**src/rtl/pp_rd_encoder_if.sv**
```systemverilog
// pp_rd_encoder_if: request, slave-response and response-FIFO signals of the read-path encoder.
// master = host/peripheral/FIFO environment side, slave = the encoder itself.
interface pp_rd_encoder_if #(
    parameter int TOTAL_GRP         = 4,
    parameter int ID_W              = $clog2(TOTAL_GRP),
    parameter int RD_DATA_BUS_WIDTH = 48,
    parameter int FIFO_W            = RD_DATA_BUS_WIDTH
);
    logic                         rd_req;
    logic [ID_W-1:0]              rd_slave_id;
    logic                         rd_dv;
    logic [RD_DATA_BUS_WIDTH-1:0] rd_data;
    logic                         fifo_full;
    logic                         busy;
    logic                         rd_req_ack;
    logic [TOTAL_GRP-1:0]         int_ack;
    logic                         fifo_en;
    logic [FIFO_W-1:0]            fifo_data;
    logic                         timeout_err;
    logic                         id_err;

    modport master (
        output rd_req, rd_slave_id, rd_dv, rd_data, fifo_full,
        input  busy, rd_req_ack, int_ack, fifo_en, fifo_data, timeout_err, id_err
    );

    modport slave (
        input  rd_req, rd_slave_id, rd_dv, rd_data, fifo_full,
        output busy, rd_req_ack, int_ack, fifo_en, fifo_data, timeout_err, id_err
    );
endinterface

```
**src/rtl/pp_rd_encoder.sv**
```systemverilog
// pp_rd_encoder: read-path encoder between the host read-request decoder and the response FIFO.
// Accepts a request for one peripheral group, acknowledges the group, waits (with timeout) for
// its data-valid and writes the captured word into the response FIFO under full backpressure.
// Optional build macro PP_RD_ENC_TAG_EN: prepends a TAG_W tag {timeout flag, 0.., group id}
// to every FIFO word and turns a timeout into a zero-data FIFO entry with the flag set.
module pp_rd_encoder #(
    parameter int TOTAL_GRP         = 4,
    parameter int ID_W              = $clog2(TOTAL_GRP),
    parameter int RD_DATA_BUS_WIDTH = 48,
    parameter int TIMEOUT_CYCLES    = 255,
    parameter int TAG_W             = 8
) (
    input logic            clk,
    input logic            rst_n,
    pp_rd_encoder_if.slave bus
);

`ifdef PP_RD_ENC_TAG_EN
    localparam int FIFO_W = RD_DATA_BUS_WIDTH + TAG_W;
`else
    localparam int FIFO_W = RD_DATA_BUS_WIDTH;
`endif

    // A zero timeout disables the abort; the timer still needs at least one bit.
    localparam bit              TMO_EN   = (TIMEOUT_CYCLES > 0);
    localparam int              TMR_W    = TMO_EN ? $clog2(TIMEOUT_CYCLES + 1) : 1;
    localparam logic [TMR_W-1:0] TMR_LAST = TMO_EN ? TMR_W'(TIMEOUT_CYCLES - 1) : '1;

    if (TOTAL_GRP < 2 || TAG_W < ID_W + 1) begin : g_param_check
        $error("pp_rd_encoder: TOTAL_GRP must be >= 2 and TAG_W >= ID_W+1");
    end

    typedef enum logic [1:0] {IDLE, ISSUE, WAIT_DV, WRITE} state_t;

    state_t                       state_q, state_nxt;
    logic [ID_W-1:0]              id_q, id_nxt;
    logic [TMR_W-1:0]             tmr_q, tmr_nxt;
    logic [RD_DATA_BUS_WIDTH-1:0] data_q, data_nxt;
`ifdef PP_RD_ENC_TAG_EN
    logic                         to_flag_q, to_flag_nxt;
`endif

    logic                         rd_req_ack_q, rd_req_ack_nxt;
    logic [TOTAL_GRP-1:0]         int_ack_q, int_ack_nxt;
    logic                         fifo_en_q, fifo_en_nxt;
    logic [FIFO_W-1:0]            fifo_data_q, fifo_data_nxt;
    logic                         timeout_err_q, timeout_err_nxt;
    logic                         id_err_q, id_err_nxt;

    logic                         id_ok;

`ifdef PP_RD_ENC_TAG_EN
    // Tag layout: MSB = timeout flag, low ID_W bits = group id, everything else zero.
    function automatic logic [TAG_W-1:0] make_tag(input logic [ID_W-1:0] id, input logic flag);
        logic [TAG_W-1:0] t;
        t             = '0;
        t[ID_W-1:0]   = id;
        t[TAG_W-1]    = flag;
        return t;
    endfunction
`endif

    assign id_ok = (32'(bus.rd_slave_id) < 32'(TOTAL_GRP));

    // Next-state and next-output decode; every registered output defaults to a zero pulse.
    always_comb begin
        state_nxt       = state_q;
        id_nxt          = id_q;
        tmr_nxt         = tmr_q;
        data_nxt        = data_q;
`ifdef PP_RD_ENC_TAG_EN
        to_flag_nxt     = to_flag_q;
`endif
        rd_req_ack_nxt  = 1'b0;
        int_ack_nxt     = '0;
        fifo_en_nxt     = 1'b0;
        fifo_data_nxt   = '0;
        timeout_err_nxt = 1'b0;
        id_err_nxt      = 1'b0;

        case (state_q)
            IDLE: begin
                if (bus.rd_req) begin
                    if (id_ok) begin
                        id_nxt    = bus.rd_slave_id;
                        state_nxt = ISSUE;
`ifdef PP_RD_ENC_TAG_EN
                        to_flag_nxt = 1'b0;
`endif
                    end else begin
                        id_err_nxt = 1'b1;
                    end
                end
            end

            ISSUE: begin
                int_ack_nxt = TOTAL_GRP'(1) << id_q;
                tmr_nxt     = '0;
                state_nxt   = WAIT_DV;
            end

            WAIT_DV: begin
                // Data arriving on the last timeout cycle takes priority over the abort.
                if (bus.rd_dv) begin
                    data_nxt       = bus.rd_data;
                    rd_req_ack_nxt = 1'b1;
                    state_nxt      = WRITE;
                end else if (TMO_EN && (tmr_q == TMR_LAST)) begin
                    timeout_err_nxt = 1'b1;
                    rd_req_ack_nxt  = 1'b1;
`ifdef PP_RD_ENC_TAG_EN
                    data_nxt    = '0;
                    to_flag_nxt = 1'b1;
                    state_nxt   = WRITE;
`else
                    state_nxt   = IDLE;
`endif
                end else if (tmr_q != '1) begin
                    tmr_nxt = tmr_q + 1'b1;
                end
            end

            WRITE: begin
                if (!bus.fifo_full) begin
                    fifo_en_nxt   = 1'b1;
`ifdef PP_RD_ENC_TAG_EN
                    fifo_data_nxt = {make_tag(id_q, to_flag_q), data_q};
`else
                    fifo_data_nxt = data_q;
`endif
                    state_nxt     = IDLE;
                end
            end

            default: state_nxt = IDLE;
        endcase
    end

    // State, context and registered outputs; reset discards any transaction in flight.
    always_ff @(posedge clk or negedge rst_n) begin
        if (!rst_n) begin
            state_q       <= IDLE;
            id_q          <= '0;
            tmr_q         <= '0;
            data_q        <= '0;
`ifdef PP_RD_ENC_TAG_EN
            to_flag_q     <= 1'b0;
`endif
            rd_req_ack_q  <= 1'b0;
            int_ack_q     <= '0;
            fifo_en_q     <= 1'b0;
            fifo_data_q   <= '0;
            timeout_err_q <= 1'b0;
            id_err_q      <= 1'b0;
        end else begin
            state_q       <= state_nxt;
            id_q          <= id_nxt;
            tmr_q         <= tmr_nxt;
            data_q        <= data_nxt;
`ifdef PP_RD_ENC_TAG_EN
            to_flag_q     <= to_flag_nxt;
`endif
            rd_req_ack_q  <= rd_req_ack_nxt;
            int_ack_q     <= int_ack_nxt;
            fifo_en_q     <= fifo_en_nxt;
            fifo_data_q   <= fifo_data_nxt;
            timeout_err_q <= timeout_err_nxt;
            id_err_q      <= id_err_nxt;
        end
    end

    assign bus.busy        = (state_q != IDLE);
    assign bus.rd_req_ack  = rd_req_ack_q;
    assign bus.int_ack     = int_ack_q;
    assign bus.fifo_en     = fifo_en_q;
    assign bus.fifo_data   = fifo_data_q;
    assign bus.timeout_err = timeout_err_q;
    assign bus.id_err      = id_err_q;

endmodule

```
**src/flat_wrapper.sv**
```systemverilog
// flat-port wrapper written by rule: the top's interface ports become plain ports
module pp_rd_encoder_flat 
#(
    parameter int TOTAL_GRP         = 4,
    parameter int ID_W              = $clog2(TOTAL_GRP),
    parameter int RD_DATA_BUS_WIDTH = 48,
    parameter int TIMEOUT_CYCLES    = 255,
    parameter int TAG_W             = 8
)
  (clk, rst_n, bus_rd_req, bus_rd_slave_id, bus_rd_dv, bus_rd_data, bus_fifo_full, bus_busy, bus_rd_req_ack, bus_int_ack, bus_fifo_en, bus_fifo_data, bus_timeout_err, bus_id_err);
  pp_rd_encoder_if #(.TOTAL_GRP(TOTAL_GRP), .ID_W(ID_W), .RD_DATA_BUS_WIDTH(RD_DATA_BUS_WIDTH), .FIFO_W((48))) bus_i ();
  input logic clk;
  input logic rst_n;
  input wire logic [$bits(bus_i.rd_req)-1:0] bus_rd_req;
  input wire logic [$bits(bus_i.rd_slave_id)-1:0] bus_rd_slave_id;
  input wire logic [$bits(bus_i.rd_dv)-1:0] bus_rd_dv;
  input wire logic [$bits(bus_i.rd_data)-1:0] bus_rd_data;
  input wire logic [$bits(bus_i.fifo_full)-1:0] bus_fifo_full;
  output wire logic [$bits(bus_i.busy)-1:0] bus_busy;
  output wire logic [$bits(bus_i.rd_req_ack)-1:0] bus_rd_req_ack;
  output wire logic [$bits(bus_i.int_ack)-1:0] bus_int_ack;
  output wire logic [$bits(bus_i.fifo_en)-1:0] bus_fifo_en;
  output wire logic [$bits(bus_i.fifo_data)-1:0] bus_fifo_data;
  output wire logic [$bits(bus_i.timeout_err)-1:0] bus_timeout_err;
  output wire logic [$bits(bus_i.id_err)-1:0] bus_id_err;
  assign bus_i.rd_req = bus_rd_req;
  assign bus_i.rd_slave_id = bus_rd_slave_id;
  assign bus_i.rd_dv = bus_rd_dv;
  assign bus_i.rd_data = bus_rd_data;
  assign bus_i.fifo_full = bus_fifo_full;
  assign bus_busy = bus_i.busy;
  assign bus_rd_req_ack = bus_i.rd_req_ack;
  assign bus_int_ack = bus_i.int_ack;
  assign bus_fifo_en = bus_i.fifo_en;
  assign bus_fifo_data = bus_i.fifo_data;
  assign bus_timeout_err = bus_i.timeout_err;
  assign bus_id_err = bus_i.id_err;
  pp_rd_encoder #(.TOTAL_GRP(TOTAL_GRP), .ID_W(ID_W), .RD_DATA_BUS_WIDTH(RD_DATA_BUS_WIDTH), .TIMEOUT_CYCLES(TIMEOUT_CYCLES), .TAG_W(TAG_W)) u_core (.clk(clk), .rst_n(rst_n), .bus(bus_i));
endmodule
```
**config.mk**
```make
export PLATFORM = sky130hd
export DESIGN_NAME = pp_rd_encoder_flat
export DESIGN_NICKNAME = d
export VERILOG_FILES = /design/src/rtl/pp_rd_encoder_if.sv /design/src/rtl/pp_rd_encoder.sv /design/src/flat_wrapper.sv
export SDC_FILE = /design/constraint.sdc
export NUM_CORES = 1
export LEC_CHECK = 0
export CORE_UTILIZATION = 43
export DETAILED_ROUTE_END_ITERATION = 10
export MAX_ROUTING_LAYER = met4
export PLACE_DENSITY = 0.76
export SETUP_SLACK_MARGIN = 0.4
export SYNTH_ARGS = -nofsm -noshare
export SYNTH_HDL_FRONTEND = slang
export SYNTH_SLANG_ARGS = --single-unit
```
**constraint.sdc**
```tcl
create_clock -name clk -period 1.7 [get_ports clk]
set_input_delay 0.51 -clock clk [delete_from_list [all_inputs] [get_ports clk]]
set_output_delay 0.51 -clock clk [all_outputs]
set_load 0.02 [all_outputs]
```
==> flow_metrics.env <==
export IMPL_overflow=0
export IMPL_clock_latency_ns=0.49
export IMPL_tightest_slew_ns=0.535
export IMPL_synth_area_top_cells="dfrtp_1 68%, mux2_2 8.0%, and2_1 7.1%"
export IMPL_postSynth_asyncResetShare_pct=100
export IMPL_grt_pass1_wl_mm=14.2
export IMPL_portBuffers=110
export IMPL_drv_cap=0
export IMPL_worstPathArrival_ns=1.24
export IMPL_crit_type="flop to output port"
export IMPL_ys_warn_count=0
export IMPL_synth_edff_count=0
export IMPL_post_route_drc_count=0
export IMPL_start_util_pct=45.1
export IMPL_final_antenna_net_count=0
export IMPL_synth_commonest_cells="115 x dfrtp_1, 48 x and2_1, 30 x mux2_2, 20 x mux2_1, 14 x nand2_1"
export IMPL_hold_violations=0
export IMPL_dieArea_um2=10200
export IMPL_syn_cell_area_um2=4230
export IMPL_rsz0062_at_grt="true"
export IMPL_end_kind="output port"
export IMPL_p_per_area_nw_per_um2=1690
export IMPL_grt_max_degree=73
export IMPL_fin_nets=503
export IMPL_intPower_w=0.00834
export IMPL_power_frac_comb_pct=31.4
export IMPL_slowest_stage="dfrtp_1"
export IMPL_p_leak_nw=3.20
export IMPL_antenna_found_initial=0
export IMPL_status="finished with violations"
export IMPL_final_max_slew_viol_count=0
export IMPL_core_um2=9370
export IMPL_cts_num_sinks=115
export IMPL_grt_pass1_vias=2927
export IMPL_root_buffer="clkbuf_8"
export IMPL_yosysSeqAreaShare_pct=68.0
export IMPL_diodes=0
export IMPL_areaGrowthSynthToFinish_pct=60.2
export IMPL_violations="negative setup slack"
export IMPL_cp_required_ns=1.19
export IMPL_cts_tree="yes"
export IMPL_fin_setup_tns_ns=-0.0540
export IMPL_synth_most_common_cell="dfrtp_1"
export IMPL_drt_iter0_markers=112
export IMPL_drive_gt1_share_pct=42.4
export IMPL_peakVddDrop_mv=0.878
export IMPL_switching_share_pct=27.1
export IMPL_io_pins=112
export IMPL_die_w_um=101
export IMPL_fmax_mhz=570
export IMPL_rows=35
export IMPL_cp_start_kind="flop"
export IMPL_viasPerCell=4.76
export IMPL_power_share_sequential_pct=36.2
export IMPL_wire_per_inst_um=15.6
export IMPL_fin_ws_ns=-0.0540
export IMPL_gr_usage_all_layers_pct=19.4
export IMPL_wl_mm=9.18
export IMPL_post_synth_top_area_cell="dfrtp_1"
export IMPL_synth_distinct_cells=35
export IMPL_hold_path_class="input port to async pin"
export IMPL_mappedNetlistNets=352
export IMPL_path_delay_family="flip-flops"
export IMPL_cts_path_max_buffers=2
export IMPL_crit_fanout=2
export IMPL_fin_area_um2=6780
export IMPL_fin_crit_sh_pct=103
export IMPL_first_pass_iters=4
export IMPL_synth_main_ff_cell="dfrtp_1"
export IMPL_clkPwrFrac_pct=32.4
export IMPL_synth_top_cell_area_share_pct=68.0
export IMPL_dp_hpwl_mm=5.52
export IMPL_via_count=2796
export IMPL_syn_inst=295
export IMPL_numCtsBuffers=17
export IMPL_ys_ff_latch=115
export IMPL_fp_dieH_um=101
export IMPL_fin_skew_ns=0.0133
export IMPL_setup_viol=1
export IMPL_path_cells="or2_4 -> buf_6"
export IMPL_placed_cell_area_um2=5710
export IMPL_fin_crit_ns=1.75
export IMPL_globalplace_congestion=0.914
export IMPL_synth_avg_cell_area_um2=14.3
export IMPL_critPathBufInv=1
export IMPL_slew_headroom_pct=64.3
export IMPL_cpPeakStageDelay_ns=0.37
export IMPL_p_switching_w=0.00310
export IMPL_path_clk_slew_ns=0.05
export IMPL_h_tree_depth=4
per-stage QoR:
| step | total power, W | cells | utilization [%] | hold WS (ns) | setup slack (ns) |
|---|---|---|---|---|---|
| 2_1_floorplan | 0.00598 | 295 | - | 0.214 | 0.0895 |
| 3_3_place_gp | 0.00700 | 535 | 60.9 | 0.455 | -0.313 |
| 3_5_place_dp | 0.00712 | 535 | 60.9 | 0.459 | -0.328 |
| 4_1_cts | 0.0114 | 580 | 71.5 | 0.0249 | -0.0789 |
| 5_1_grt | 0.0120 | 587 | 72.3 | 0.0383 | -0.0987 |
| 6_report | 0.0114 | 587 | 72.3 | 0.0201 | -0.0540 |
layer usage:
| metal | vias up | track usage (%) | wire length [um] |
|---|---|---|---|
| met5 | - | - | 0 |
| met4 | 0 | 9.70 | 129 |
| met3 | 8 | 4.35 | 360 |
| met2 | 98 | 30.7 | 4720 |
| met1 | 1388 | 23.4 | 3970 |
| li1 | 1302 | - | - |
kinds of logic after synthesis:
logic type                 after synthesis  synth area share [%]
DFF                                    115                  68.0
adders and majority gates                4                  1.06
buffers and inverters                   17                  1.92
muxes                                   51                  13.5
and+or+nand+nor                         92                  12.7
other                                    1                0.0886
AOI/OAI and AO/OA                       15                  2.60
flip-flops by register name (all words and copies together) (netlist names):
name and flops:
u_core.bus.timeout_err 1, u_core.bus.int_ack 4, u_core.bus.fifo_data 48, u_core.data_q 48
u_core.bus.rd_req_ack 1, u_core.state_q 2, u_core.tmr_q 8, u_core.id_q 2
u_core.bus.fifo_en 1
worst register-to-register path: cells and delay by family (launching register included):
family,cells,cell delay (ns)
AO/OA/AOI/OAI,1,0.09
flip-flops,1,0.47
AND/OR/NAND/NOR,3,0.83
adder cells (fa/ha/maj),1,0.19
final cells by class:
| type | count | area, um2 |
|---|---|---|
| Multi-Input combinational cell | 163 | 1460 |
| Timing Repair Buffer | 146 | 1630 |
| Tap cell | 129 | 161 |
| Clock inverter | 8 | 149 |
| Inverter | 3 | 11.3 |
| Fill cell | 626 | 2590 |
| Sequential cell | 115 | 2880 |
| Clock buffer | 23 | 477 |
final timing paths:
path,from,to,slack [ns],cells after the start
max in group asynchronous,rst_n,u_core.bus.fifo_data[35],1.21,2
worst max register to register,u_core.tmr_q[1],u_core.tmr_q[3],0.05,5
min in group clk,u_core.data_q[20],u_core.bus.fifo_data[20],0.47,1
worst min register to register,u_core.data_q[20],u_core.bus.fifo_data[20],0.47,1
worst min-delay path,rst_n,u_core.data_q[13],0.02,2
worst max-delay path,u_core.state_q[1],bus_busy,-0.05,2
cells in the final DEF (no fill, tap or decap), types with 2 or more instances in the layout:
| cell type | Yosys | routed |
|---|---|---|
| dfrtp_1 | 115 | 111 |
| buf_6 | 0 | 60 |
| clkdlybuf4s50_1 | 0 | 53 |
| and2_1 | 48 | 48 |
| mux2_2 | 30 | 28 |
| mux2_4 | 0 | 22 |
| buf_4 | 3 | 20 |
| clkbuf_16 | 0 | 16 |
| nand2_1 | 14 | 12 |
| buf_12 | 0 | 9 |
| clkbuf_8 | 0 | 5 |
| nor3_1 | 4 | 4 |
| nand3_1 | 5 | 4 |
| bufinv_16 | 0 | 4 |
| dfrtp_2 | 0 | 4 |
| nand4_1 | 3 | 3 |
| nor2_1 | 4 | 3 |
| o21ai_0 | 5 | 3 |
| o211ai_1 | 3 | 3 |
| buf_16 | 0 | 3 |
| or2_4 | 0 | 2 |
| nor3b_1 | 3 | 2 |
| inv_1 | 3 | 2 |
| maj3_1 | 2 | 2 |
| a41oi_2 | 1 | 2 |
| and3_1 | 2 | 2 |
| ha_4 | 0 | 2 |
| clkinvlp_4 | 0 | 2 |
| clkbuf_1 | 6 | 2 |
power groups by stage:
| stage | clock (W) | sequential, W | combinational (W) |
|---|---|---|---|
| after floorplan | 0 | 0.00427 | 0.00170 |
| after global placement | 0 | 0.00407 | 0.00293 |
| after detailed placement | 0 | 0.00412 | 0.00300 |
| after CTS | 0.00377 | 0.00414 | 0.00352 |
| after global routing | 0.00390 | 0.00425 | 0.00383 |
| final | 0.00370 | 0.00414 | 0.00359 |
repair_timing:
action,in CTS,in global routing
hold buffers,0,0
buffers inserted,11,7
gates cloned,3,0
resized for setup,360,8
pin swaps,8,9
endpoints found under the setup margin,115,165
Power figures use the tool's default switching activity.
==> variant 1, RTL diff (same flow settings) <==
Make the reset (`rst_n`) synchronous in one clocked block.
--- a/src/rtl/pp_rd_encoder.sv
+++ b/src/rtl/pp_rd_encoder.sv
@@ -137,7 +137,7 @@
     end
 
     // State, context and registered outputs; reset discards any transaction in flight.
-    always_ff @(posedge clk or negedge rst_n) begin
+    always_ff @(posedge clk) begin
         if (!rst_n) begin
             state_q       <= IDLE;
             id_q          <= '0;
Formal check against the unedited RTL: differs if rst_n is asserted again (counterexample within 4 cycles, from zero or initial values and one cycle with rst_n low); with rst_n held inactive, the same outputs for 10 cycles.
==> variant 1 against the original RTL <==
- the flow still finishes with violations (negative setup slack)
- utilization is 11 points higher
- routed wire length is 50% higher
- worst hold slack better by 320 ps
- sequential share of layout area is 9.8 points lower
- via count is 31% higher
- clock skew is 2.7 ps lower
- setup slack better by 10 ps
- first-iteration DRC count is 13% higher
- sequential cell count stayed put
- synthesized area is 7.3% lower
- final area is 7.8% higher
Power is not compared: it rests on default switching activity, and its combinational part moved more than twofold at a synthesized area within 25%.
==> variant 1: results (changes against the original RTL) <==
- The number of nets in the layout came to 634 (+26%).
- The checks that failed: negative setup slack.
- The post-route worst hold slack is 339.8 ps (+319.6 ps).
- The run finished, with violations left.
- The peak per-stage delay on the critical path was 330 ps (-40 ps).
- The tightest min-delay check is of the primary input to register type.
- The count of cells along the worst register-to-register path is 6 (+1).
- The wire length of the first global-routing pass is 15.82 mm (+12%).
- The worst setup slack for register-to-register paths is 100 ps (+50 ps).
- The pre-CTS worst setup slack is -339.0 ps (-10.59 ps).
- The largest clock skew in the final design was 10.60 ps (-2.679 ps).
- The final setup violation count came to 1 (unchanged).
- The pin count of the biggest net entering global routing is 27 (-63%).
- The post-DP HPWL is 5.715 mm (+3.5%).
- The instance area after placement is 5265 µm² (-7.8%).
- The final critical-path setup slack is -43.51 ps (+10.48 ps).
- The combined global-route utilization of all metal layers was 21.88% (+2.5 points).
- The global placement routability congestion is 0.8238 (-9.9%).
- The worst register-to-register path ends at u_core.tmr_q[5]$_SDFFE_PN0P_.
- The number of library cell types mapped by synthesis is 45 (+29%).
- The reg-to-reg startpoint is u_core.state_q[0]$_SDFFE_PN0P_.
- The commonest cells after synthesis are 115 x sky130_fd_sc_hd__dfxtp_1, 105 x sky130_fd_sc_hd__nand2_1, 50 x sky130_fd_sc_hd__and2_1.
- The share of synthesized flip-flops with an asynchronous set or reset is 0% (-100 points).
- The part of the Yosys area used for sequential elements is 58.69% (-9.3 points).
- The vias per cell came to 5.255 (+10%).
- The post-synthesis net count came to 463 (+32%).
- The clock latency of the later-clocked register in the worst-skew pair is 530 ps (+40 ps).
- Yosys attributes the largest share of cell area to sky130_fd_sc_hd__dfxtp_1 59%, sky130_fd_sc_hd__nand2_1 10%, sky130_fd_sc_hd__a21boi_0 8.6%.
- The DRC violation total after the first TritonRoute iteration came to 127 (+13%).
==> variant 1: cell count changes after synthesis, sizes merged, moves of 3 or more <==
cell	before	now
mux2	50	1
a41oi	3	0
clkbuf	6	15
o21ai	5	1
or4	0	3
nand2	14	105
a21boi	0	48
nor2b	0	5
a21oi	1	4
nor2	4	9
dfxtp	0	115
dfrtp	115	0
==> variant 1: cell type report <==
class,instances,area (µm²)
repair buffers,175,2057
well taps,108,135.1
multi-input cells,264,2153
clock buffers,18,417.9
fillers,438,1456
flip-flops and latches,115,2389
clock inverters,13,137.6
inverters,4,17.52
==> variant 1: how the worst max path moves through the flow <==
stage                                         startpoint                            to  slack [ps]  depth (start not counted)
final                     u_core.state_q[0]$_SDFFE_PN0P_                      bus_busy         -40                          2
after global routing      u_core.state_q[0]$_SDFFE_PN0P_                      bus_busy         -70                          2
after CTS                 u_core.state_q[1]$_SDFFE_PN0P_                      bus_busy         -40                          2
after detailed placement                       bus_rd_dv  u_core.tmr_q[3]$_SDFFE_PN0P_        -340                          6
after global placement                         bus_rd_dv  u_core.tmr_q[4]$_SDFFE_PN0P_        -270                          6
after floorplan             u_core.tmr_q[0]$_SDFFE_PN0P_  u_core.tmr_q[5]$_SDFFE_PN0P_         310                          6
==> variant 1: kinds of logic (layout without fill, tap and decap cells) <==
kind of cell / Yosys count / in the layout / share of synthesized area (%)
other: 1 / 1 / 0.09560
multiplexers: 4 / 4 / 1.053
AO/OA/AOI/OAI: 60 / 60 / 11.20
AND/OR/NAND/NOR: 196 / 196 / 24.98
flip-flops: 115 / 115 / 58.69
buffers and inverters: 27 / 210 / 3.126
adder cells (fa/ha/maj): 2 / 2 / 0.6379
XOR/XNOR: 1 / 1 / 0.2233
==> variant 1: per-layer routing <==
layer	GRT usage [%]	up-vias	part of all wire (%)	wire length, µm
li1	-	1677	-	-
met1	25.36	1839	41	5599
met2	36.31	127	53	7318
met3	5.396	20	4.6	636
met4	8.824	0	1.5	201
met5	-	-	0	0
==> variant 1: timing repair <==
item | in CTS | in global routing
cloned | 4 | 13
pin swaps | 8 | 46
gates resized for setup | 425 | 234
setup endpoints to repair | 162 | 163
buffers inserted | 10 | 21
==> variant 1: report_power, final <==
group          switching (µW)  leakage [µW]  internal (µW)
clock network            1280      0.000267           2070
logic                     290       0.00179            377
registers                40.5      0.000962           2740
==> variant 1: critical path, delay by kind of cell (launching register included) <==
kind / cells / cell delay (ps)
simple gates: 1 / 260
buf+inv: 1 / 130
flops: 1 / 330
==> variant 1: through the flow <==
step           total power (µW)  cells  util (%)  setup TNS [ps]
2_1_floorplan              2989    406         -               0
6_report                   6804    697     83.38          -43.51
5_1_grt                    6987    697     83.38          -70.39
4_1_cts                    6531    663     70.93          -40.97
3_5_place_dp               3205    618     60.08          -17310
3_3_place_gp               3198    618     60.08          -14700
==> variant 2, RTL diff (config.mk and constraints unchanged) <==
Without the edit above. `TIMEOUT_CYCLES` is set to 255 in 2 places; all go to 510.
--- a/src/rtl/pp_rd_encoder.sv
+++ b/src/rtl/pp_rd_encoder.sv
@@ -7,7 +7,7 @@
     parameter int TOTAL_GRP         = 4,
     parameter int ID_W              = $clog2(TOTAL_GRP),
     parameter int RD_DATA_BUS_WIDTH = 48,
-    parameter int TIMEOUT_CYCLES    = 255,
+    parameter int TIMEOUT_CYCLES    = 510,
     parameter int TAG_W             = 8
 ) (
     input logic            clk,
--- a/src/flat_wrapper.sv
+++ b/src/flat_wrapper.sv
@@ -4,7 +4,7 @@
     parameter int TOTAL_GRP         = 4,
     parameter int ID_W              = $clog2(TOTAL_GRP),
     parameter int RD_DATA_BUS_WIDTH = 48,
-    parameter int TIMEOUT_CYCLES    = 255,
+    parameter int TIMEOUT_CYCLES    = 510,
     parameter int TAG_W             = 8
 )
   (clk, rst_n, bus_rd_req, bus_rd_slave_id, bus_rd_dv, bus_rd_data, bus_fifo_full, bus_busy, bus_rd_req_ack, bus_int_ack, bus_fifo_en, bus_fifo_data, bus_timeout_err, bus_id_err);
Check against the original RTL: same outputs for any inputs over 10 cycles, from zero or initial values and one cycle with rst_n low; that may be too few to reach the edited logic, so the function may still have changed.
==> variant 2 against the original RTL <==
- first-iteration DRC count fell by 9.8%
- clock power rose by 2%
- the flow still finishes with violations (negative setup slack)
- sequential cell count rose by 1
- synthesized cell count rose by 0.34%
- setup slack got worse by 140 ps
- final area rose by 6.9%
- largest cell class unchanged
- critical path type is now register to register
- combinational power rose by 30%
- cell count rose by 3.4%
- total power rose by 11%
- routed wire length rose by 23%
- worst hold slack improved by 450 ps
- synthesized area rose by 2.8%
- critical endpoint is now u_core.tmr_q[4]$_DFFE_PN0P_
==> variant 2: results (changes against the original RTL) <==
- The count of non-CTS inverters in the layout was 2 (-1).
- The vias per cell is 4.900 (+2.9%).
- The final sum of negative setup slack is -1527 ps (-1473 ps).
- The final setup violation count is 19 (+18).
- The part of the Yosys area used for sequential elements is 66.72% (-1.3 points).
- The maximum VDD drop is 965.5 µV (+10%).
- The combined global-route utilization of all metal layers came to 21.50% (+2.2 points).
- The instance area after placement came to 5783 µm² (+1.3%).
- The global placement routability congestion is 0.7994 (-13%).
- The mux share of post-synthesis cell area is 14.21% (+0.66 points).
- The total of clock buffers placed in the layout was 21 (-8.7%).
- The utilization after layout is 74.14% (+1.8 points).
- The pre-CTS worst setup slack was -326.1 ps (+2.362 ps).
- The number of fill cells was 581 (-7.2%).
- The post-synthesis net count came to 354 (+0.57%).
- The DRC violation total after the first TritonRoute iteration came to 101 (-9.8%).
- By count the netlist is led by 116 x sky130_fd_sc_hd__dfrtp_1, 48 x sky130_fd_sc_hd__and2_1, 42 x sky130_fd_sc_hd__mux2_2.
- The number of instances resized during post-cts repair is 403 (+12%).
- The final critical-path setup slack came to -196.6 ps (-142.6 ps).
- The post-synthesis share of cell area spent on full adders, half adders and majority gates is 0.8628% (-0.20 points).
- The number of instances in the placed design is 548 (+2.4%).
- The count of cells along the worst register-to-register path is 9 (+4).
- The met1 wire length came to 4.531 mm (+14%).
- The met2 usage came to 34.67% (+3.9 points).
- The average size of a mapped cell is 14.70 µm² (+2.5%).
- The run finished, with violations left.
- The wire length of the first global-routing pass is 15.96 mm (+13%).
- The checks that failed: negative setup slack.
-- variant 2: logic make-up (layout without fill, tap and decap cells) --
| kind of cell | count (synthesis) | count (layout) |
|---|---|---|
| flip-flops | 116 | 116 |
| AND/OR/NAND/NOR | 86 | 86 |
| multiplexers | 52 | 52 |
| AO/OA/AOI/OAI | 22 | 22 |
| buffers and inverters | 16 | 194 |
| adder cells (fa/ha/maj) | 3 | 3 |
| other | 1 | 1 |
-- variant 2: critical path, delay by kind of cell, from the launching register on --
family	cells	cell delay, ps
AND/OR/NAND/NOR	3	470
AO/OA/AOI/OAI	3	410
adder cells (fa/ha/maj)	2	400
flip-flops	1	380
buffers and inverters	1	170
-- variant 2: how the worst max path moves through the flow --
stage / from / end / slack [ps] / cells past startpoint
floorplan: u_core.tmr_q[0]$_DFFE_PN0P_ / u_core.tmr_q[0]$_DFFE_PN0P_ / -30 / 9
global placement: bus_rd_dv / u_core.tmr_q[1]$_DFFE_PN0P_ / -250 / 6
detailed placement: bus_rd_dv / u_core.tmr_q[0]$_DFFE_PN0P_ / -330 / 6
CTS: u_core.tmr_q[1]$_DFFE_PN0P_ / u_core.tmr_q[2]$_DFFE_PN0P_ / -110 / 8
global route: u_core.tmr_q[0]$_DFFE_PN0P_ / u_core.tmr_q[4]$_DFFE_PN0P_ / -250 / 9
finish: u_core.tmr_q[1]$_DFFE_PN0P_ / u_core.tmr_q[4]$_DFFE_PN0P_ / -200 / 9
-- variant 2: power by group --
group          internal [µW]  leakage [µW]  switching [µW]
clock network           2590      0.000308            1190
registers               3700       0.00149             537
logic                   2860       0.00177            1800
total                   9150       0.00357            3530
